--- src/rtl/issue_unit_pkg.sv ---
// Shared decode constants and the predecode record for the dual-issue stage.
// rs/rt in predec_t hold 0 when the instruction does not read that field.
package issue_pkg;

  localparam int IQ_DEPTH = 4;

  localparam logic [5:0] OP_RTYPE = 6'h00;
  localparam logic [5:0] OP_J     = 6'h02;
  localparam logic [5:0] OP_JAL   = 6'h03;
  localparam logic [5:0] OP_BEQ   = 6'h04;
  localparam logic [5:0] OP_BNE   = 6'h05;
  localparam logic [5:0] OP_ADDI  = 6'h08;
  localparam logic [5:0] OP_SLTI  = 6'h0a;
  localparam logic [5:0] OP_ANDI  = 6'h0c;
  localparam logic [5:0] OP_ORI   = 6'h0d;
  localparam logic [5:0] OP_XORI  = 6'h0e;
  localparam logic [5:0] OP_LUI   = 6'h0f;
  localparam logic [5:0] OP_LW    = 6'h23;
  localparam logic [5:0] OP_SW    = 6'h2b;
  localparam logic [5:0] FN_JR    = 6'h08;

  typedef struct packed {
    logic [4:0] rs;
    logic [4:0] rt;
    logic [4:0] dest;
    logic       regwrite;
    logic       load;
    logic       mem;
    logic       ctrl;
  } predec_t;

  function automatic int ptr_w(input int depth);
    return $clog2(depth);
  endfunction

  function automatic logic reads(input predec_t pd, input logic [4:0] r);
    return (r != 5'd0) && ((pd.rs == r) || (pd.rt == r));
  endfunction

  function automatic logic load_use(input predec_t pd,
                                    input logic mr1, input logic [4:0] d1,
                                    input logic mr2, input logic [4:0] d2);
    return (mr1 && reads(pd, d1)) || (mr2 && reads(pd, d2));
  endfunction

endpackage

--- src/rtl/issue_unit_if.sv ---
// Fetch-side push port, EX-side hazard inputs and the two issue slots.
// Fetch pushes on an edge where in_valid0 && in_ready; issue slots with iss_validX high are consumed by ID/EX at that same edge.
interface issue_unit_if #(parameter int PCW = 32);
  logic           in_valid0, in_valid1;
  logic [31:0]    in_instr0, in_instr1;
  logic [PCW-1:0] in_pc0, in_pc1;
  logic           in_ready;
  logic           ex_ready;
  logic           memread1_ex, memread2_ex;
  logic [4:0]     dest1_ex, dest2_ex;
  logic           iss_valid1, iss_valid2;
  logic [31:0]    iss_instr1, iss_instr2;
  logic [PCW-1:0] iss_pc1, iss_pc2;

  modport master (
    output in_valid0, in_valid1, in_instr0, in_instr1, in_pc0, in_pc1,
    output ex_ready, memread1_ex, memread2_ex, dest1_ex, dest2_ex,
    input  in_ready, iss_valid1, iss_valid2, iss_instr1, iss_instr2, iss_pc1, iss_pc2
  );

  modport slave (
    input  in_valid0, in_valid1, in_instr0, in_instr1, in_pc0, in_pc1,
    input  ex_ready, memread1_ex, memread2_ex, dest1_ex, dest2_ex,
    output in_ready, iss_valid1, iss_valid2, iss_instr1, iss_instr2, iss_pc1, iss_pc2
  );
endinterface

--- src/rtl/issue_unit_predecode.sv ---
// Combinational MIPS predecode: source registers, destination and class flags.
module instr_predecode
  import issue_pkg::*;
(
  input  logic [31:0] instr,
  output predec_t     pd
);
  logic [5:0] op, funct;
  logic [4:0] rs_f, rt_f, rd_f;
  logic       unused_shamt;

  assign op           = instr[31:26];
  assign rs_f         = instr[25:21];
  assign rt_f         = instr[20:16];
  assign rd_f         = instr[15:11];
  assign funct        = instr[5:0];
  assign unused_shamt = ^instr[10:6];

  always_comb begin
    pd = '0;
    case (op)
      OP_RTYPE: begin
        pd.rs = rs_f;
        if (funct == FN_JR) begin
          pd.ctrl = 1'b1;
        end else begin
          pd.rt   = rt_f;
          pd.dest = rd_f;
        end
      end
      OP_LW: begin
        pd.rs   = rs_f;
        pd.dest = rt_f;
        pd.load = 1'b1;
        pd.mem  = 1'b1;
      end
      OP_SW: begin
        pd.rs  = rs_f;
        pd.rt  = rt_f;
        pd.mem = 1'b1;
      end
      OP_ADDI, OP_SLTI, OP_ANDI, OP_ORI, OP_XORI: begin
        pd.rs   = rs_f;
        pd.dest = rt_f;
      end
      OP_LUI: pd.dest = rt_f;
      OP_BEQ, OP_BNE: begin
        pd.rs   = rs_f;
        pd.rt   = rt_f;
        pd.ctrl = 1'b1;
      end
      OP_J:   pd.ctrl = 1'b1;
      OP_JAL: begin
        pd.ctrl = 1'b1;
        pd.dest = 5'd31;
      end
      // Unknown opcodes are treated as reading both fields so they never pair unsafely.
      default: begin
        pd.rs = rs_f;
        pd.rt = rt_f;
      end
    endcase
    pd.regwrite = (pd.dest != 5'd0);
  end
endmodule

--- src/rtl/issue_unit.sv ---
// Dual-issue stage: circular instruction queue plus pairing and load-use rules
// deciding whether 0, 1 or 2 head entries enter EX slots 1/2 this cycle.
module issue_unit
  import issue_pkg::*;
#(
  parameter int DEPTH = IQ_DEPTH,
  parameter int PCW   = 32
) (
  input  logic         clk,
  input  logic         rst,
  input  logic         flush,
  issue_unit_if.slave  bus,
  output logic [31:0]  pair_cnt,
  output logic [31:0]  stall_cnt
);
  localparam int PW = ptr_w(DEPTH);
  localparam int CW = PW + 1;

  logic [31:0]    q_instr [DEPTH];
  logic [PCW-1:0] q_pc    [DEPTH];
  logic [PW-1:0]  head, tail, head_n1, tail_n1;
  logic [CW-1:0]  count;
  predec_t        pd_a, pd_b;
  logic           a_hit, b_hit, pair_ok, dec_a, dec_b, issue_en;
  logic           v1, v2, in_rdy, unused_ld;
  logic [1:0]     push_n, pop_n;

  assign head_n1   = head + PW'(1);
  assign tail_n1   = tail + PW'(1);
  assign unused_ld = pd_a.load ^ pd_b.load;

  instr_predecode u_pd_a (.instr(q_instr[head]),    .pd(pd_a));
  instr_predecode u_pd_b (.instr(q_instr[head_n1]), .pd(pd_b));

  always_comb begin
    a_hit = load_use(pd_a, bus.memread1_ex, bus.dest1_ex, bus.memread2_ex, bus.dest2_ex);
    b_hit = load_use(pd_b, bus.memread1_ex, bus.dest1_ex, bus.memread2_ex, bus.dest2_ex);
    pair_ok = !(pd_a.regwrite && reads(pd_b, pd_a.dest))
           && !(pd_a.regwrite && pd_b.regwrite && (pd_a.dest == pd_b.dest))
           && !pd_a.ctrl && !pd_b.ctrl
           && !(pd_a.mem && pd_b.mem)
           && !b_hit;
    dec_a    = (count != '0) && !a_hit;
    dec_b    = dec_a && (count >= CW'(2)) && pair_ok;
    issue_en = bus.ex_ready && !flush && !rst;
    v1       = dec_a && issue_en;
    v2       = dec_b && issue_en;
    // Free-space test uses the pre-pop count so fetch never races a same-cycle pop.
    in_rdy   = !rst && (count <= CW'(DEPTH - 2));
    push_n   = (in_rdy && bus.in_valid0) ? (bus.in_valid1 ? 2'd2 : 2'd1) : 2'd0;
    pop_n    = {1'b0, v1} + {1'b0, v2};

    bus.in_ready   = in_rdy;
    bus.iss_valid1 = v1;
    bus.iss_valid2 = v2;
    bus.iss_instr1 = v1 ? q_instr[head]    : '0;
    bus.iss_pc1    = v1 ? q_pc[head]       : '0;
    bus.iss_instr2 = v2 ? q_instr[head_n1] : '0;
    bus.iss_pc2    = v2 ? q_pc[head_n1]    : '0;
  end

  always_ff @(posedge clk) begin
    if (rst || flush) begin
      head  <= '0;
      tail  <= '0;
      count <= '0;
    end else begin
      head  <= head + PW'(pop_n);
      tail  <= tail + PW'(push_n);
      count <= count + CW'(push_n) - CW'(pop_n);
    end
  end

  always_ff @(posedge clk) begin
    if (!flush && (push_n != 2'd0)) begin
      q_instr[tail] <= bus.in_instr0;
      q_pc[tail]    <= bus.in_pc0;
    end
    if (!flush && (push_n == 2'd2)) begin
      q_instr[tail_n1] <= bus.in_instr1;
      q_pc[tail_n1]    <= bus.in_pc1;
    end
  end

  // Counters survive flush; only reset clears them.
  always_ff @(posedge clk) begin
    if (rst) begin
      pair_cnt  <= '0;
      stall_cnt <= '0;
    end else begin
      if (v2) pair_cnt <= pair_cnt + 32'd1;
      if ((count != '0) && bus.ex_ready && !v1 && !flush) stall_cnt <= stall_cnt + 32'd1;
    end
  end
endmodule

--- src/flat_wrapper.sv ---
// flat-port wrapper written by rule: the top's interface ports become plain ports
module issue_unit_flat import issue_pkg::*;
#(
  parameter int DEPTH = IQ_DEPTH,
  parameter int PCW   = 32
)
  (clk, rst, flush, pair_cnt, stall_cnt, bus_in_valid0, bus_in_valid1, bus_in_instr0, bus_in_instr1, bus_in_pc0, bus_in_pc1, bus_ex_ready, bus_memread1_ex, bus_memread2_ex, bus_dest1_ex, bus_dest2_ex, bus_in_ready, bus_iss_valid1, bus_iss_valid2, bus_iss_instr1, bus_iss_instr2, bus_iss_pc1, bus_iss_pc2);
  issue_unit_if #(.PCW(PCW)) bus_i ();
  input  logic clk;
  input  logic rst;
  input  logic flush;
  output logic [31:0] pair_cnt;
  output logic [31:0] stall_cnt;
  input wire logic [$bits(bus_i.in_valid0)-1:0] bus_in_valid0;
  input wire logic [$bits(bus_i.in_valid1)-1:0] bus_in_valid1;
  input wire logic [$bits(bus_i.in_instr0)-1:0] bus_in_instr0;
  input wire logic [$bits(bus_i.in_instr1)-1:0] bus_in_instr1;
  input wire logic [$bits(bus_i.in_pc0)-1:0] bus_in_pc0;
  input wire logic [$bits(bus_i.in_pc1)-1:0] bus_in_pc1;
  input wire logic [$bits(bus_i.ex_ready)-1:0] bus_ex_ready;
  input wire logic [$bits(bus_i.memread1_ex)-1:0] bus_memread1_ex;
  input wire logic [$bits(bus_i.memread2_ex)-1:0] bus_memread2_ex;
  input wire logic [$bits(bus_i.dest1_ex)-1:0] bus_dest1_ex;
  input wire logic [$bits(bus_i.dest2_ex)-1:0] bus_dest2_ex;
  output wire logic [$bits(bus_i.in_ready)-1:0] bus_in_ready;
  output wire logic [$bits(bus_i.iss_valid1)-1:0] bus_iss_valid1;
  output wire logic [$bits(bus_i.iss_valid2)-1:0] bus_iss_valid2;
  output wire logic [$bits(bus_i.iss_instr1)-1:0] bus_iss_instr1;
  output wire logic [$bits(bus_i.iss_instr2)-1:0] bus_iss_instr2;
  output wire logic [$bits(bus_i.iss_pc1)-1:0] bus_iss_pc1;
  output wire logic [$bits(bus_i.iss_pc2)-1:0] bus_iss_pc2;
  assign bus_i.in_valid0 = bus_in_valid0;
  assign bus_i.in_valid1 = bus_in_valid1;
  assign bus_i.in_instr0 = bus_in_instr0;
  assign bus_i.in_instr1 = bus_in_instr1;
  assign bus_i.in_pc0 = bus_in_pc0;
  assign bus_i.in_pc1 = bus_in_pc1;
  assign bus_i.ex_ready = bus_ex_ready;
  assign bus_i.memread1_ex = bus_memread1_ex;
  assign bus_i.memread2_ex = bus_memread2_ex;
  assign bus_i.dest1_ex = bus_dest1_ex;
  assign bus_i.dest2_ex = bus_dest2_ex;
  assign bus_in_ready = bus_i.in_ready;
  assign bus_iss_valid1 = bus_i.iss_valid1;
  assign bus_iss_valid2 = bus_i.iss_valid2;
  assign bus_iss_instr1 = bus_i.iss_instr1;
  assign bus_iss_instr2 = bus_i.iss_instr2;
  assign bus_iss_pc1 = bus_i.iss_pc1;
  assign bus_iss_pc2 = bus_i.iss_pc2;
  issue_unit #(.DEPTH(DEPTH), .PCW(PCW)) u_core (.clk(clk), .rst(rst), .flush(flush), .bus(bus_i), .pair_cnt(pair_cnt), .stall_cnt(stall_cnt));
endmodule
--- config.mk ---
export PLATFORM = sky130hd
export DESIGN_NAME = issue_unit_flat
export DESIGN_NICKNAME = d
export VERILOG_FILES = /design/src/rtl/issue_unit_pkg.sv /design/src/rtl/issue_unit_if.sv /design/src/rtl/issue_unit_predecode.sv /design/src/rtl/issue_unit.sv /design/src/flat_wrapper.sv
export SDC_FILE = /design/constraint.sdc
export NUM_CORES = 1
export LEC_CHECK = 0
export BUFFER_PORTS_ARGS = -buffer_cell sky130_fd_sc_hd__buf_2
export CORE_MARGIN = 5
export CORE_UTILIZATION = 31
export CTS_CLUSTER_SIZE = 14
export DETAILED_ROUTE_END_ITERATION = 16
export GPL_ROUTABILITY_DRIVEN = 0
export GPL_TIMING_DRIVEN = 0
export PLACE_DENSITY = 0.49
export SLEW_MARGIN = 5
export SYNTH_ARGS = -nofsm -noshare
export SYNTH_HDL_FRONTEND = slang
export SYNTH_SLANG_ARGS = --single-unit
--- constraint.sdc ---
create_clock -name clk -period 13.1 [get_ports clk]
set_clock_uncertainty 0.15 [all_clocks]
set_input_delay 1.31 -clock clk [delete_from_list [all_inputs] [get_ports clk]]
set_output_delay 1.31 -clock clk [all_outputs]
set_load 0.02 [all_outputs]
## Word-level counts from Yosys, hierarchy flattened

Memory sizes are Yosys's and may differ from the RTL's. A register that Yosys moved wholly into a read port is not among the register bits.
Index checks and enable logic that the tools add are counted.

| cells by class | value |
|---|---|
| add/sub/neg operators | 9 |
| order comparisons | 2 |
| eq/ne operators | 38 |
| mux-type cells | 26 |
| reductions and logical operators | 68 |

Operator list:

| cell | count |
|---|---|
| $mux 32 | 4 |
| $eq 6x4->1 const B | 14 |
| $add 32x1->32 const B | 2 |
| $eq 5x5->1 | 11 |
| $logic_and 1x1->1 | 32 |
| $pmux 5 s3 | 2 |
| $eq 6x2->1 const B | 4 |
| $eq 6x3->1 const B | 4 |
| $eq 6x6->1 const B | 4 |
| $mux 10 | 2 |
| $pmux 5 s2 | 2 |
| $reduce_bool 5->1 | 4 |
| $reduce_or 9->1 | 2 |
| $reduce_or 7->1 | 2 |
| $logic_not 6->1 | 2 |
| $logic_not 1->1 | 10 |
| $mux 5 | 2 |
| $logic_or 1x1->1 | 8 |
| $mux 1 | 8 |
| $mux 2 | 4 |
| $reduce_or 4->1 | 2 |
| $reduce_or 3->1 | 2 |
| $add 2x1->2 const B | 2 |
| $add 2x2->2 | 2 |
| 10 further kinds | 12 |

| storage, ports and cells | value |
|---|---|
| register bits | 71 |
| bits in writable memories | 256 |
| output and inout port bits | 195 |
| word-level logic and storage cells | 150 |
| memories kept | 2 |

Memory list:

| name | depth | bits a word | rd ports | clocked after memory_dff | write ports | line | RTL |
|---|---|---|---|---|---|---|---|
| u_core.q_instr | 4 | 32 | 2 | 1 | 2 | issue_unit.sv:19 | `logic [31:0] q_instr [DEPTH];` |
| u_core.q_pc | 4 | 32 | 2 | 1 | 2 | issue_unit.sv:20 | `logic [PCW-1:0] q_pc [DEPTH];` |

## Depth between registers and ports, before layout

An unclocked memory read counts as a cell.

| logic depth | value |
|---|---|
| word-level depth | 20 |
| depth in mapped cells | 26 |
| depth with buffers taken out | 19 |

## Cells and area by module

Synthesis repeated with hierarchy kept, for this count alone.

| second synthesis, totals | value |
|---|---|
| cell total of the unflattened synthesis | 1462 |
| area total of the unflattened synthesis | 19553.8 sq um |

By module, submodules not included:

| module | times used | cells an instance | area each (sq um) | sequential area each (sq um) |
|---|---|---|---|---|
| issue_unit | 1 | 1372 | 18928.2 | 9108.7 |
| instr_predecode | 2 | 45 | 312.8 | 0.0 |

## Least setup slack after synthesis

OpenSTA, ideal clock, no wires.

| timing | value |
|---|---|
| kind | in2reg |
| from | input rst |
| to | memory u_core.q_instr[0][0], enable pin |
| setup time | 509 ps |
| data arrival time | 5767 ps |
| data required time | 12441 ps |
| setup slack | 6674 ps |
| stages | 5 |
| buffers on the path | 1 |
| cell sequence | a211oi_1 > nand2_1 > or3_1 > clkbuf_1 > o22ai_1 |

RTL lines:

| item | line | RTL |
|---|---|---|
| from (decl) | flat_wrapper.sv:10 | `input logic rst;` |
| to (decl) | issue_unit.sv:19 |  |

## Final worst setup path

| timing | value |
|---|---|
| from | register u_core.head[0] |
| to | output bus_iss_instr2[22] |

| on the way | value |
|---|---|
| longest elaborated chain between the ends | 18 |

RTL lines:

| item | line | RTL |
|---|---|---|
| from (decl) | issue_unit.sv:21 | `logic [PW-1:0] head, tail, head_n1, tail_n1;` |
| from (signal assigned) | issue_unit.sv:68 | `head <= head + PW'(pop_n);` |
| $add 2x1->2 * | issue_unit.sv:28 | `assign head_n1 = head + PW'(1);` |
| $mem_v2 4x32 * | -- |  |
| $eq 6x2->1 (tied with other cells) | issue_unit_predecode.sv:21 | `case (op)` |
| $reduce_or 9->1 (no source line) (tied with other cells) | -- |  |
| $pmux 5 s2 or $mux 5 (tied branches) | issue_unit_predecode.sv:21 |  |
| $eq 5x5->1 | issue_unit_pkg.sv:37 | `return (r != 5'd0) && ((pd.rs == r) \|\| (pd.rt == r));` |
| $logic_or 1x1->1 | issue_unit_pkg.sv:37 |  |
| $logic_and 1x1->1 | issue_unit_pkg.sv:37 |  |
| $logic_and 1x1->1 | issue_unit.sv:38 | `pair_ok = !(pd_a.regwrite && reads(pd_b, pd_a.dest))` |
| $logic_not 1->1 | issue_unit.sv:38 |  |
| $logic_and 1x1->1 | issue_unit.sv:39 | `&& !(pd_a.regwrite && pd_b.regwrite && (pd_a.dest == pd_b.dest))` |
| $logic_and 1x1->1 (2 in series) | issue_unit.sv:40 | `&& !pd_a.ctrl && !pd_b.ctrl` |
| $logic_and 1x1->1 | issue_unit.sv:41 | `&& !(pd_a.mem && pd_b.mem)` |
| $logic_and 1x1->1 | issue_unit.sv:42 | `&& !b_hit;` |
| $logic_and 1x1->1 | issue_unit.sv:44 | `dec_b = dec_a && (count >= CW'(2)) && pair_ok;` |
| $logic_and 1x1->1 | issue_unit.sv:47 | `v2 = dec_b && issue_en;` |
| $mux 32 * | issue_unit.sv:58 | `bus.iss_instr2 = v2 ? q_instr[head_n1] : '0;` |
| to (decl) | flat_wrapper.sv:29 | `output wire logic [$bits(bus_i.iss_instr2)-1:0] bus_iss_instr2;` |

Mark *: on every way between the ends. The rest lies on a longest branch, timed or not.

==> impl_metrics.csv <==
group,metric,value,unit
pwr,ir_drop,0.0000752,V
sta,max_freq,0.134,GHz
cells_and_area,seq_area,0.00911,mm²
sta,whs,0.330,ns
floorplan,num_io_pins,341,
sta,setup-tns-final,0,ns
logic_synthesis,ys.flop_type,"edfxtp_1",
critical_path,crit_arrival,5.98,ns
clock_tree,cts_buffers,42,
logic_synthesis,synth_nets,1775,
critical_path,r2r_slack,6.03,ns
routing,vias_per_cell,5.65,
clock_tree,clockBufferDepth,3,
routing,dr.pass1.iters,6,
clock_tree,clk_latency,0.57,ns
cells_and_area,layout-drive-gt1-share,42.6,%
routing,totalWireLength,76500,µm
critical_path,end_kind,"primary output",
placement,placed_area,0.0237,mm²
clock_tree,cts.repair.resized,0,
outcome,outcome,"completed",
clock_tree,cts_root_buf,"clkbuf_16",
grt,grt_max_degree,20,
placement,port_buffers,335,
sta,finalMaxSlewViolations,0,
grt,grt_pass1_vias,16730,
sta,worst-slew-pin-transition,1.20,ns
logic_synthesis,syn_area_per_cell,12.7,µm²
logic_synthesis,ys_seq_area_share,44.4,%
critical_path,reg2reg_to,"u_core.count[2]",
sta,finalCritPeriodShare,56.8,%
grt,grt.overflow.total,0,
cells_and_area,fillCellCount,6420,
logic_synthesis,yosysWarningCount,0,
critical_path,timing.rr.start,"u_core.head[0]",
pwr,power_density,99.0,mW/mm²
pwr,p_leak,9.06,nW
floorplan,rows,94,
clock_tree,cts.htree.levels,2,
sta,finalHoldViolations,0,
routing,drc,0,
sta,finalSetupViolations,0,
critical_path,worst_ep_required_time,11.64,ns
routing,drt-initial-drc-count,1518,
cells_and_area,multi_input_area,0.0108,mm²
hold_path,hold_path.class,"reg2reg",
critical_path,cp-start-kind,"flip-flop",
logic_synthesis,synth_area_leaders,"edfxtp_1 37%, mux2_2 15%, mux4_2 13%",
routing,ant_nets,0,
logic_synthesis,yosys.area.top_type,"edfxtp_1",
grt,grt.total_usage,20.7,%
floorplan,die-height,267,µm
hold_path,hp-start,"u_core.stall_cnt[31]",
clock_tree,ctsHoldBuffers,0,
sta,relSlewSlack,19.9,%
floorplan,core,0.0656,mm²
critical_path,path_class,"reg2out",
cells_and_area,final_util,38.2,%
critical_path,crit_fanout,10,
routing,via_count,16506,
cells_and_area,nets,2169,
pwr,power,2.48,mW
logic_synthesis,synth_cell_types,86,
critical_path,reg2reg_depth,23,
placement,dp_hpwl,57200,µm
floorplan,initial_core_util,31.2,%
clock_tree,postCtsSetupRepairBufs,0,
clock_tree,tritoncts,"yes",
hold_path,hold_depth,2,
routing,detail_route.wl_per_cell,26.2,µm
cells_and_area,fin_area,0.0250,mm²
hold_path,min_to,"u_core.stall_cnt[31]",
grt,grt_pass1_wl,112000,µm
floorplan,dieArea,0.0714,mm²
logic_synthesis,netlist_area,0.0205,mm²
critical_path,startpoint,"u_core.head[0]",
logic_synthesis,synth_edf_count,256,
clock_tree,clk_pin_slew_worst_paths,0.06,ns
logic_synthesis,synth_cells,1620,
floorplan,chipWidth,267,µm
grt,antenna_found_initial,34,
logic_synthesis,yosysMostFrequentCell,"mux2_2",
sta,min_period,7.44,ns
logic_synthesis,ys_ff_latch,327,
logic_synthesis,yosys.area.top_type_share,37.5,%
cells_and_area,area_growth,22.1,%
sta,rsz0062_at_grt,"no",
run,cap_viol_max_count,0,
clock_tree,clock-sinks,327,
logic_synthesis,synthArstFlopShare,0,%
logic_synthesis,ys_top_cells_by_count,"267 x mux2_2, 256 x edfxtp_1, 128 x and3_1",
==> logic make-up after synthesis <==
group           Yosys count  synth area share [%]
fa+ha+maj                 9                 0.623
buf+inv                 150                  3.27
flops                   327                  44.4
compound gates          238                  7.99
simple gates            440                  12.7
xor+xnor                 41                  1.75
mux                     415                  29.3
==> sequential cells by signal, indices dropped and copies added, names as in the netlist <==
register,flops
u_core.head,2
u_core.stall_cnt,32
u_core.tail,2
u_core.q_pc,128
u_core.q_instr,128
u_core.count,3
u_core.pair_cnt,32
==> layer usage <==
layer  global-route usage (%)  vias to the layer above  part of all wire [%]
li1                         -                     7334                     -
met1                     27.3                     8339                    41
met2                     33.5                      661                    47
met3                     6.06                      142                   9.3
met4                     5.27                       30                   2.5
met5                        0                        -                  0.24
==> metrics by stage <==
step           setup WS (ns)  std cells
6_report                5.66       2921
2_1_floorplan           6.67       1620
5_1_grt                 5.25       2914
4_1_cts                 5.52       2910
3_3_place_gp            3.25       2819
3_5_place_dp            5.69       2834
==> cell usage in the layout, fill, tap and decap left out, types with 11 or more instances in the layout <==
| cell | Yosys | routed |
|---|---|---|
| and3_1 | 128 | 128 |
| a221oi_1 | 12 | 12 |
| nor4_1 | 11 | 11 |
| clkbuf_1 | 89 | 98 |
| xnor2_1 | 23 | 23 |
| mux4_2 | 121 | 121 |
| clkbuf_16 | 0 | 46 |
| mux2_2 | 267 | 267 |
| nand4_1 | 25 | 25 |
| and2_1 | 12 | 12 |
| nand3_1 | 31 | 31 |
| nor2_1 | 58 | 54 |
| nor3_1 | 14 | 14 |
| o21ai_0 | 46 | 46 |
| buf_2 | 16 | 351 |
| dfxtp_1 | 71 | 71 |
| inv_1 | 24 | 24 |
| or4_1 | 26 | 26 |
| a21oi_1 | 62 | 62 |
| diode_2 | 0 | 11 |
| o31ai_1 | 30 | 30 |
| or3_1 | 27 | 27 |
| nand2_1 | 51 | 51 |
| xor2_1 | 18 | 18 |
| mux2i_1 | 27 | 27 |
| edfxtp_1 | 256 | 256 |
==> how the worst max path moves through the flow <==
stage                                      end  cells past startpoint  slack (ns)
after floorplan           u_core.q_instr[0][0]                      5        6.67
after global placement      u_core.q_pc[2][10]                      6        3.25
after detailed placement    bus_iss_instr2[22]                     12        5.69
after CTS                   bus_iss_instr2[22]                     15        5.52
after global routing        bus_iss_instr2[22]                     14        5.25
final                       bus_iss_instr2[22]                     14        5.66
==> critical path, stage by stage, from the launching register on <==
cell      delay (ns)
dfxtp_1         0.35
buf_6           0.20
mux4_2          0.58
nor2_1          0.46
o21ai_1         0.35
a221oi_1        0.36
o41ai_1         0.18
a311oi_4        0.78
nand2_1         0.14
inv_1           0.26
and4b_1         0.25
buf_2           0.40
nand2_1         0.51
nor2_1          0.36
buf_2           0.23
==> layout make-up <==
cell class	count	area share, %
multi-input cells	1143	43.0
plain buffers	125	2.30
clock inverters	18	0.440
inverters	25	0.375
repair buffers	350	8.20
flip-flops and latches	327	36.4
clock buffers	58	4.87
well taps	864	4.32
diodes	11	0.110
==> where the power goes <==
| part | internal (mW) | switching (mW) | leakage [nW] |
|---|---|---|---|
| Sequential | 1.14 | 0.00692 | 2.89 |
| Combinational | 0.0947 | 0.115 | 5.52 |
| Clock | 0.654 | 0.473 | 0.650 |
(Power assumes the default switching activity.)
